==> src/rtl/mac_job_sequencer_pkg.sv <==
// Shared constants, mode encodings and sequencer state encodings for the MAC job path.
package mac_const;

  localparam int unsigned MAC_MIN_WIDTH   = 8;
  localparam int unsigned MAC_ACC_WIDTH   = 32;
  localparam int unsigned MAC_CONF_WIDTH  = 3;
  localparam int unsigned MAC_LEN_WIDTH   = 8;
  localparam int unsigned MAC_PIPE_LAT    = 1;
  localparam int unsigned MAC_ACC_SEL_BIT = MAC_CONF_WIDTH - 1;

  typedef enum logic [1:0] {
    MAC_SINGLE  = 2'd0,
    MAC_DUAL    = 2'd1,
    MAC_QUAD    = 2'd2,
    MAC_ILLEGAL = 2'd3
  } mac_mode_t;

  typedef enum logic [2:0] {
    S_IDLE,
    S_CLEAR,
    S_RUN,
    S_DRAIN,
    S_DONE
  } seq_state_t;

endpackage

==> src/rtl/mac_job_sequencer_counter.sv <==
// Loadable down-counter with zero flag; shared between beat counting and drain timing.
module mac_seq_counter #(
  parameter int unsigned W = 8
) (
  input  logic         clk,
  input  logic         rst,
  input  logic         i_load,
  input  logic [W-1:0] i_val,
  input  logic         i_dec,
  output logic [W-1:0] o_cnt,
  output logic         o_zero
);

  logic [W-1:0] r_cnt;

  always_ff @(posedge clk) begin
    if (!rst) begin
      r_cnt <= '0;
    end else if (i_load) begin
      r_cnt <= i_val;
    end else if (i_dec && (r_cnt != '0)) begin
      r_cnt <= r_cnt - W'(1);
    end
  end

  assign o_cnt  = r_cnt;
  assign o_zero = (r_cnt == '0);

endmodule

==> src/rtl/mac_job_sequencer.sv <==
// Job-level sequencer for one MAC block: config load, accumulator clear, operand gating,
// pipeline drain and a single valid/ready result per job.
module mac_job_sequencer
  import mac_const::*;
#(
  parameter int unsigned MIN_W   = MAC_MIN_WIDTH,
  parameter int unsigned ACC_W   = MAC_ACC_WIDTH,
  parameter int unsigned CONF_W  = MAC_CONF_WIDTH,
  parameter int unsigned LEN_W   = MAC_LEN_WIDTH,
  parameter int unsigned MAC_LAT = MAC_PIPE_LAT
) (
  input  logic                    clk,
  input  logic                    rst,
  input  logic                    job_valid,
  output logic                    job_ready,
  input  logic [1:0]              job_mode,
  input  logic                    job_acc,
  input  logic [ACC_W-1:0]        job_init,
  input  logic [LEN_W-1:0]        job_len,
  input  logic                    op_valid,
  output logic                    op_ready,
  input  logic [4*MIN_W-1:0]      op_a,
  input  logic [MIN_W-1:0]        op_b,
  output logic                    mac_en,
  output logic                    mac_clr,
  output logic [ACC_W+CONF_W-1:0] mac_cfg,
  output logic [4*MIN_W-1:0]      mac_a,
  output logic [MIN_W-1:0]        mac_b,
  input  logic [ACC_W-1:0]        mac_c,
  output logic                    res_valid,
  input  logic                    res_ready,
  output logic [ACC_W-1:0]        res_data,
  output logic                    res_err,
  output logic                    busy
);

  seq_state_t                r_state;
  logic                      r_job_ready;
  logic                      r_op_ready;
  logic                      r_mac_en;
  logic                      r_mac_clr;
  logic [ACC_W+CONF_W-1:0]   r_mac_cfg;
  logic [4*MIN_W-1:0]        r_mac_a;
  logic [MIN_W-1:0]          r_mac_b;
  logic                      r_res_valid;
  logic [ACC_W-1:0]          r_res_data;
  logic                      r_res_err;
  logic [LEN_W-1:0]          r_len;

  logic [CONF_W-1:0]         w_conf;
  logic [LEN_W-1:0]          w_eff_len;
  logic [LEN_W-1:0]          w_drain_len;
  logic                      w_accept;
  logic                      w_last;
  logic                      w_load;
  logic [LEN_W-1:0]          w_load_val;
  logic                      w_dec;
  logic [LEN_W-1:0]          w_cnt;
  logic                      w_zero;

  always_comb begin
    w_conf         = '0;
    w_conf[1:0]    = job_mode;
    w_conf[CONF_W-1] = job_acc;
  end

  assign w_eff_len   = r_mac_cfg[CONF_W-1] ? r_len : LEN_W'(1);
  assign w_drain_len = LEN_W'(MAC_LAT + 1);
  assign w_accept    = op_valid & r_op_ready;
  assign w_last      = (w_cnt == LEN_W'(1));

  // One counter serves both phases: beats remaining in RUN, drain wait in DRAIN.
  always_comb begin
    w_load     = 1'b0;
    w_load_val = '0;
    w_dec      = 1'b0;
    case (r_state)
      S_CLEAR: begin
        w_load     = 1'b1;
        w_load_val = (w_eff_len == '0) ? w_drain_len : w_eff_len;
      end
      S_RUN: begin
        if (w_accept) begin
          if (w_last) begin
            w_load     = 1'b1;
            w_load_val = w_drain_len;
          end else begin
            w_dec = 1'b1;
          end
        end
      end
      S_DRAIN: w_dec = ~w_zero;
      default: ;
    endcase
  end

  mac_seq_counter #(
    .W (LEN_W)
  ) u_cnt (
    .clk    (clk),
    .rst    (rst),
    .i_load (w_load),
    .i_val  (w_load_val),
    .i_dec  (w_dec),
    .o_cnt  (w_cnt),
    .o_zero (w_zero)
  );

  always_ff @(posedge clk) begin
    if (!rst) begin
      r_state     <= S_IDLE;
      r_job_ready <= 1'b1;
      r_op_ready  <= 1'b0;
      r_mac_en    <= 1'b0;
      r_mac_clr   <= 1'b0;
      r_mac_cfg   <= '0;
      r_mac_a     <= '0;
      r_mac_b     <= '0;
      r_res_valid <= 1'b0;
      r_res_data  <= '0;
      r_res_err   <= 1'b0;
      r_len       <= '0;
    end else begin
      r_mac_en  <= 1'b0;
      r_mac_clr <= 1'b0;
      case (r_state)
        S_IDLE: begin
          if (job_valid) begin
            r_mac_cfg   <= {job_init, w_conf};
            r_len       <= job_len;
            r_job_ready <= 1'b0;
            r_res_data  <= '0;
            if (job_mode == MAC_ILLEGAL) begin
              r_res_err   <= 1'b1;
              r_res_valid <= 1'b1;
              r_state     <= S_DONE;
            end else begin
              r_res_err <= 1'b0;
              r_mac_clr <= 1'b1;
              r_state   <= S_CLEAR;
            end
          end
        end
        S_CLEAR: begin
          if (w_eff_len == '0) begin
            r_state <= S_DRAIN;
          end else begin
            r_op_ready <= 1'b1;
            r_state    <= S_RUN;
          end
        end
        S_RUN: begin
          if (w_accept) begin
            r_mac_a  <= op_a;
            r_mac_b  <= op_b;
            r_mac_en <= 1'b1;
            if (w_last) begin
              r_op_ready <= 1'b0;
              r_state    <= S_DRAIN;
            end
          end
        end
        S_DRAIN: begin
          if (w_zero) begin
            r_res_data  <= mac_c;
            r_res_valid <= 1'b1;
            r_state     <= S_DONE;
          end
        end
        S_DONE: begin
          if (res_ready) begin
            r_res_valid <= 1'b0;
            r_job_ready <= 1'b1;
            r_state     <= S_IDLE;
          end
        end
        default: r_state <= S_IDLE;
      endcase
    end
  end

  assign job_ready = r_job_ready;
  assign op_ready  = r_op_ready;
  assign mac_en    = r_mac_en;
  assign mac_clr   = r_mac_clr;
  assign mac_cfg   = r_mac_cfg;
  assign mac_a     = r_mac_a;
  assign mac_b     = r_mac_b;
  assign res_valid = r_res_valid;
  assign res_data  = r_res_data;
  assign res_err   = r_res_err;
  assign busy      = (r_state != S_IDLE);

endmodule
==> config.mk <==
export PLATFORM = sky130hd
export DESIGN_NAME = mac_job_sequencer
export DESIGN_NICKNAME = d
export VERILOG_FILES = /design/src/rtl/mac_job_sequencer_pkg.sv /design/src/rtl/mac_job_sequencer_counter.sv /design/src/rtl/mac_job_sequencer.sv
export SDC_FILE = /design/constraint.sdc
export NUM_CORES = 1
export LEC_CHECK = 0
export BUFFER_PORTS_ARGS = -buffer_cell sky130_fd_sc_hd__buf_2
export CORE_ASPECT_RATIO = 1.5
export CORE_UTILIZATION = 45
export DETAILED_ROUTE_END_ITERATION = 7
export GPL_TIMING_DRIVEN = 0
export PLACE_DENSITY = 0.77
export REMOVE_ABC_BUFFERS = 1
export SYNTH_ARGS = -nofsm -noshare
export SYNTH_HDL_FRONTEND = slang
export SYNTH_SLANG_ARGS = --single-unit
==> constraint.sdc <==
create_clock -name clk -period 2.3 [get_ports clk]
set_input_delay 0.23 -clock clk [delete_from_list [all_inputs] [get_ports clk]]
set_output_delay 0.23 -clock clk [all_outputs]
set_load 0.01 [all_outputs]
After elaboration in Yosys (flattened, before gate mapping)
Index checks and enable logic that the tools add are counted.
{"block": "op_classes", "n_addsub": 1, "n_mux": 39, "eq_ne": 13, "reduce_logical": 20, "bitwise": 2}
{"operator": "$mux 32", "count": 2}
{"operator": "$pmux 32 s2", "count": 1}
{"operator": "$mux 8", "count": 4}
{"operator": "$mux 3", "count": 6}
{"operator": "$mux 1", "count": 17}
{"operator": "$logic_not 8->1", "count": 2}
{"operator": "$pmux 8 s2", "count": 1}
{"operator": "$pmux 3 s5", "count": 1}
{"operator": "$ne 2x2->1 const B", "count": 7}
{"operator": "$reduce_and 5->1", "count": 2}
{"operator": "$reduce_and 3->1", "count": 3}
{"operator": "$eq 8x1->1 const B", "count": 1}
{"operator": "$pmux 1 s2", "count": 4}
{"operator": "$reduce_bool 2->1", "count": 4}
{"operator": "$reduce_bool 8->1", "count": 1}
{"operator": "$sub 8x1->8 const B", "count": 1}
{"operator": "$eq 3x2->1 const B", "count": 2}
{"operator": "$reduce_and 2->1", "count": 3}
{"operator": "$reduce_bool 3->1", "count": 2}
{"operator": "$mux 2", "count": 2}
{"operator": "$reduce_and 4->1", "count": 1}
{"operator": "$eq 3x1->1 const B", "count": 1}
{"operator": "$eq 3x3->1 const B", "count": 1}
{"operator": "$logic_not 3->1", "count": 1}
{"operator": "other kinds (5)", "count": 5}
{"block": "word_totals", "wordCells": 88, "regBits": 132, "output_inout_bits": 114, "inputBits": 120}

Logic depth before layout (Yosys ltp)
{"block": "logic_depth", "depth_word": 7, "mapped_depth": 8, "ltp_nobuf": 7}

By module
A second synthesis with hierarchy kept.
{"block": "unflattened", "hier_cells": 645, "area_unflattened_um2": 5846.9}
{"module": "mac_job_sequencer", "instances": 1, "seq_area_each_um2": 2482.4, "cells_each": 586, "area_each_um2": 5335.1}
{"module": "mac_seq_counter", "instances": 1, "seq_area_each_um2": 160.2, "cells_each": 59, "area_each_um2": 511.7}

Least setup slack after synthesis
OpenSTA, ideal clock, no wires.
{"block": "synth_timing", "kind": "reg2reg", "from": "register u_cnt.r_cnt[1], in the netlist u_cnt.o_cnt[1]", "to": "register u_cnt.r_cnt[4], in the netlist u_cnt.o_cnt[4]", "t_required_ps": 2181, "period_less_slack_ps": 1983, "n_path_buf": 0, "setup_time_ps": 119, "setup_slack_ps": 317, "t_arrival_ps": 1865, "path_stages_with_launch": 8, "path_cell_list": "dfxtp_1 > inv_1 > ha_1 > nor2b_1 > or3b_1 > o21a_1 > a32o_1 > o221a_2"}
{"block": "synth_between", "elab_chain_len": 6, "elab_cells_between_ends": 15, "classes_between": "1 x add/sub; 1 x eq/ne; 8 x mux; 1 x bitwise; 4 x reduce/logical"}
{"item": "start, declared", "line_no": "mac_job_sequencer_counter.sv:14", "text": "logic [W-1:0] r_cnt;"}
{"item": "start signal, assigned", "line_no": "mac_job_sequencer_counter.sv:20", "text": "r_cnt <= i_val;"}
{"item": "start signal, assigned", "line_no": "mac_job_sequencer_counter.sv:22", "text": "r_cnt <= r_cnt - W'(1);"}
{"item": "$eq 8x1->1", "line_no": "mac_job_sequencer.sv:70", "text": "assign w_last = (w_cnt == LEN_W'(1));"}
{"item": "$mux 1", "line_no": "mac_job_sequencer.sv:84", "text": "if (w_last) begin"}
{"item": "$mux 1", "line_no": "mac_job_sequencer.sv:83", "text": "if (w_accept) begin"}
{"item": "$pmux 1 s2", "line_no": "mac_job_sequencer.sv:77", "text": "case (r_state)"}
{"item": "$logic_and 1x1->1", "line_no": "mac_job_sequencer_counter.sv:21", "text": "end else if (i_dec && (r_cnt != '0)) begin"}
{"item": "$reduce_bool 2->1 (no source line)"}
Several ways; a longest one is shown, not always the timed one. The select of a mux whose other input is x is not followed.
A chain may end at the register's enable or synchronous reset.

Worst setup path after layout
{"block": "layout_timing", "from": "register u_cnt.r_cnt[0], in the netlist u_cnt.o_cnt[0]", "to": "register u_cnt.r_cnt[4], in the netlist u_cnt.o_cnt[4]"}
Same word-level chain as after synthesis.

==> results_dict.tcl <==
set metrics [dict create \
    drv_slew 0 \
    p_leak_nw 3.178 \
    synth_area_um2 5311 \
    synth_seq_area_share 0.4975 \
    synth_seq_cells 132 \
    grt_pass1_vias 4702 \
    path_delay_family "compound AO/OA/AOI/OAI gates" \
    port_buffers 233 \
    path_max_fanout 15 \
    synthTopCellsByArea "dfxtp_1 50%, nand2_1 13%, a21boi_0 12%" \
    critPathSlowestCell "dfxtp_1" \
    power_frac_clock 0.387 \
    routed_wl_um 14210 \
    antenna_found_initial 0 \
    ant_nets 0 \
    slew_headroom 0.4445 \
    crit_buf_inv 0 \
    hpwl_um 9968 \
    cts.sinks 132 \
    synth_edf_count 0 \
    fmax_mhz 446.2 \
    crit_type "reg2reg" \
    hp-class "in2reg" \
    start_util 0.4606 \
    p_int_mw 5.104 \
    fin_skew_ps 7.670 \
    critPathCaptureType "register" \
    seq_power_share 0.369 \
    postSynthAreaPerCell_um2 8.823 \
    die_h_um 135.1 \
    pwr_density_cell_nw_per_um2 1032 \
    post-route-period-util 0.9744 \
    insertion_delay_ps 400 \
    p_sw_mw 2.312 \
    coreArea_um2 11530 \
    cts_buffers 17 \
    grt_use_total 0.2261 \
    drc_errors 0 \
    cts_tree "built" \
    io_pins 234 \
    async_flop_share 0 \
    utilization 0.6234 \
    gp_congestion 0.8590 \
    grt_max_degree 70 \
    ir_drop_mv 0.6022 \
    pre_cts_ws_ps -75.08 \
    clockBufferDepth 2 \
    required_ps 2590 \
    yosysTopAreaCell "dfxtp_1" \
    synthDistinctLibCells 44 \
    swShare 0.3117 \
    start_kind "register" \
    fin_ws_ps 58.86 \
    rows 48 \
    first_pass_iters 4 \
    outcome "complete, no violations" \
    die-area_um2 12250 \
    finalHoldViolCount 0 \
    drt-initial-drc-count 218 \
    area_growth_pct 35.34 \
    postSynthCellCount 602 \
    grt_overflow 0 \
    htreeDepth 4 \
    synth_warnings 0 \
    path_cells "ha_1 -> nor2b_2 -> or3b_1 -> o21a_4 -> a32o_1 -> o221a_2" \
    period_minus_slack_ps 2241 \
    arrival_ps 2540 \
    fin_setup_tns_ps 0 \
    vias 4981 \
    worstMarginPinSlew_ps 830.4 \
    clockRootBuffer "clkbuf_16" \
    cpPeakStageDelay_ps 460 \
    synth_ff_type "dfxtp_1" \
    final_nets 941 \
    drive_gt1_frac 0.3514 \
    via_per_inst 5.077 \
    comb_power_share 0.244 \
    routedWlPerCell_um 14.49 \
    setup_viol 0 \
    die_w_um 90.71 \
    path_clk_slew_ps 60 \
    antennaDiodeCount 0 \
    cap_violations 0 \
    synth_top_area_frac 0.4975 \
    grt_pass1_wl_um 22080 \
]
through the flow:
stage	area, µm²	hold WS (ps)	power, mW	std cells
global route	7188	56.81	7.798	981
CTS	7178	53.81	7.437	981
global placement	6441	432.0	4.456	942
floorplan	5087	347.5	3.911	559
detailed placement	6521	442.3	4.530	947
finish	7188	70.72	7.416	981
placed cells by master (no fill, tap or decap), types with 4 or more instances in the layout:
cell type,n
bufinv_16,4
a21oi_1,4
inv_1,4
dfxtp_1,132
nand3_1,7
nor3_1,6
nand4_1,5
a22o_1,4
a22oi_1,30
and2_1,4
nand2_1,182
clkbuf_16,17
buf_2,232
nor2b_1,35
nor2_1,11
inv_6,4
a21boi_0,84
power by group through the flow:
stage               sequential (mW)  combinational [mW]  clock [mW]
global placement               2.76                1.70           0
detailed placement             2.77                1.76           0
global route                   2.77                1.99        3.03
finish                         2.74                1.81        2.87
CTS                            2.73                1.78        2.93
floorplan                      2.81                1.10           0
final timing paths:
kind | start | endpoint | slack (ps) | cells past startpoint
max | u_cnt.o_cnt[0]$_SDFFE_PN0P_ | u_cnt.o_cnt[4]$_SDFFE_PN0P_ | 60 | 6
min | job_init[14] | mac_cfg[17]$_SDFFE_PN0P_ | 70 | 3
max reg2reg | u_cnt.o_cnt[0]$_SDFFE_PN0P_ | u_cnt.o_cnt[4]$_SDFFE_PN0P_ | 60 | 6
min reg2reg | mac_cfg[17]$_SDFFE_PN0P_ | mac_cfg[17]$_SDFFE_PN0P_ | 460 | 2
layer usage:
metal / up-vias / share of wire / global-route usage
met5: - / 0 / 0
li1: 2469 / - / -
met1: 2288 / 0.39 / 0.2488
met3: 41 / 0.051 / 0.05912
met4: 0 / 0.038 / 0.1254
met2: 183 / 0.52 / 0.3939
state kept, by name (all words and copies together), names as in the netlist:
signal and cells:
r_state 3, mac_a 32, mac_clr 1, res_valid 1, u_cnt.o_cnt 8, res_data 32
op_ready 1, r_len 8, job_ready 1, mac_b 8, mac_en 1, mac_cfg 35
res_err 1
Yosys cell counts (3+ instances only):
cell type and instances:
clkbuf_1 33, a21boi_0 84, o221a_2 3, nor2_1 11
buf_6 8, a21oi_1 4, dfxtp_1 132, a22oi_1 30
o21ai_0 3, nand3_1 7, inv_1 4, a22oi_2 3
nand2_1 183, a22o_1 4, ha_1 3, o21a_1 3
nand4_1 5, nor2b_1 36, nor3_1 7, and2_1 5
worst reg2reg max path, stage by stage (launching register included):
cell     delay, ps
dfxtp_1        460
ha_1           230
nor2b_2        200
or3b_1         440
o21a_4         290
a32o_1         280
o221a_2        230
layout make-up:
cell class | instances | area, µm²
clock buffer | 18 | 439.2
clock inverter | 14 | 196.4
fill | 1042 | 4343
inverter | 4 | 15.01
multi-input combinational | 423 | 2451
sequential | 132 | 2643
tap | 150 | 187.7
timing repair buffer | 240 | 1256
cell families (layout without fill, tap and decap cells):
group	count (synthesis)	after routing	synth area share
and+or+nand+nor	269	269	0.2306
AOI/OAI and AO/OA	151	151	0.2198
DFF	132	132	0.4975
buffers and inverters	47	276	0.04499
adders and majority gates	3	3	0.007068
repair_timing:
item | in CTS | in global routing
setup buffers | 2 | 0
pin swaps | 1 | 1
hold buffers | 0 | 0
setup endpoints to repair | 41 | 37
resized for setup | 4 | 3
Power figures use the tool's default switching activity.
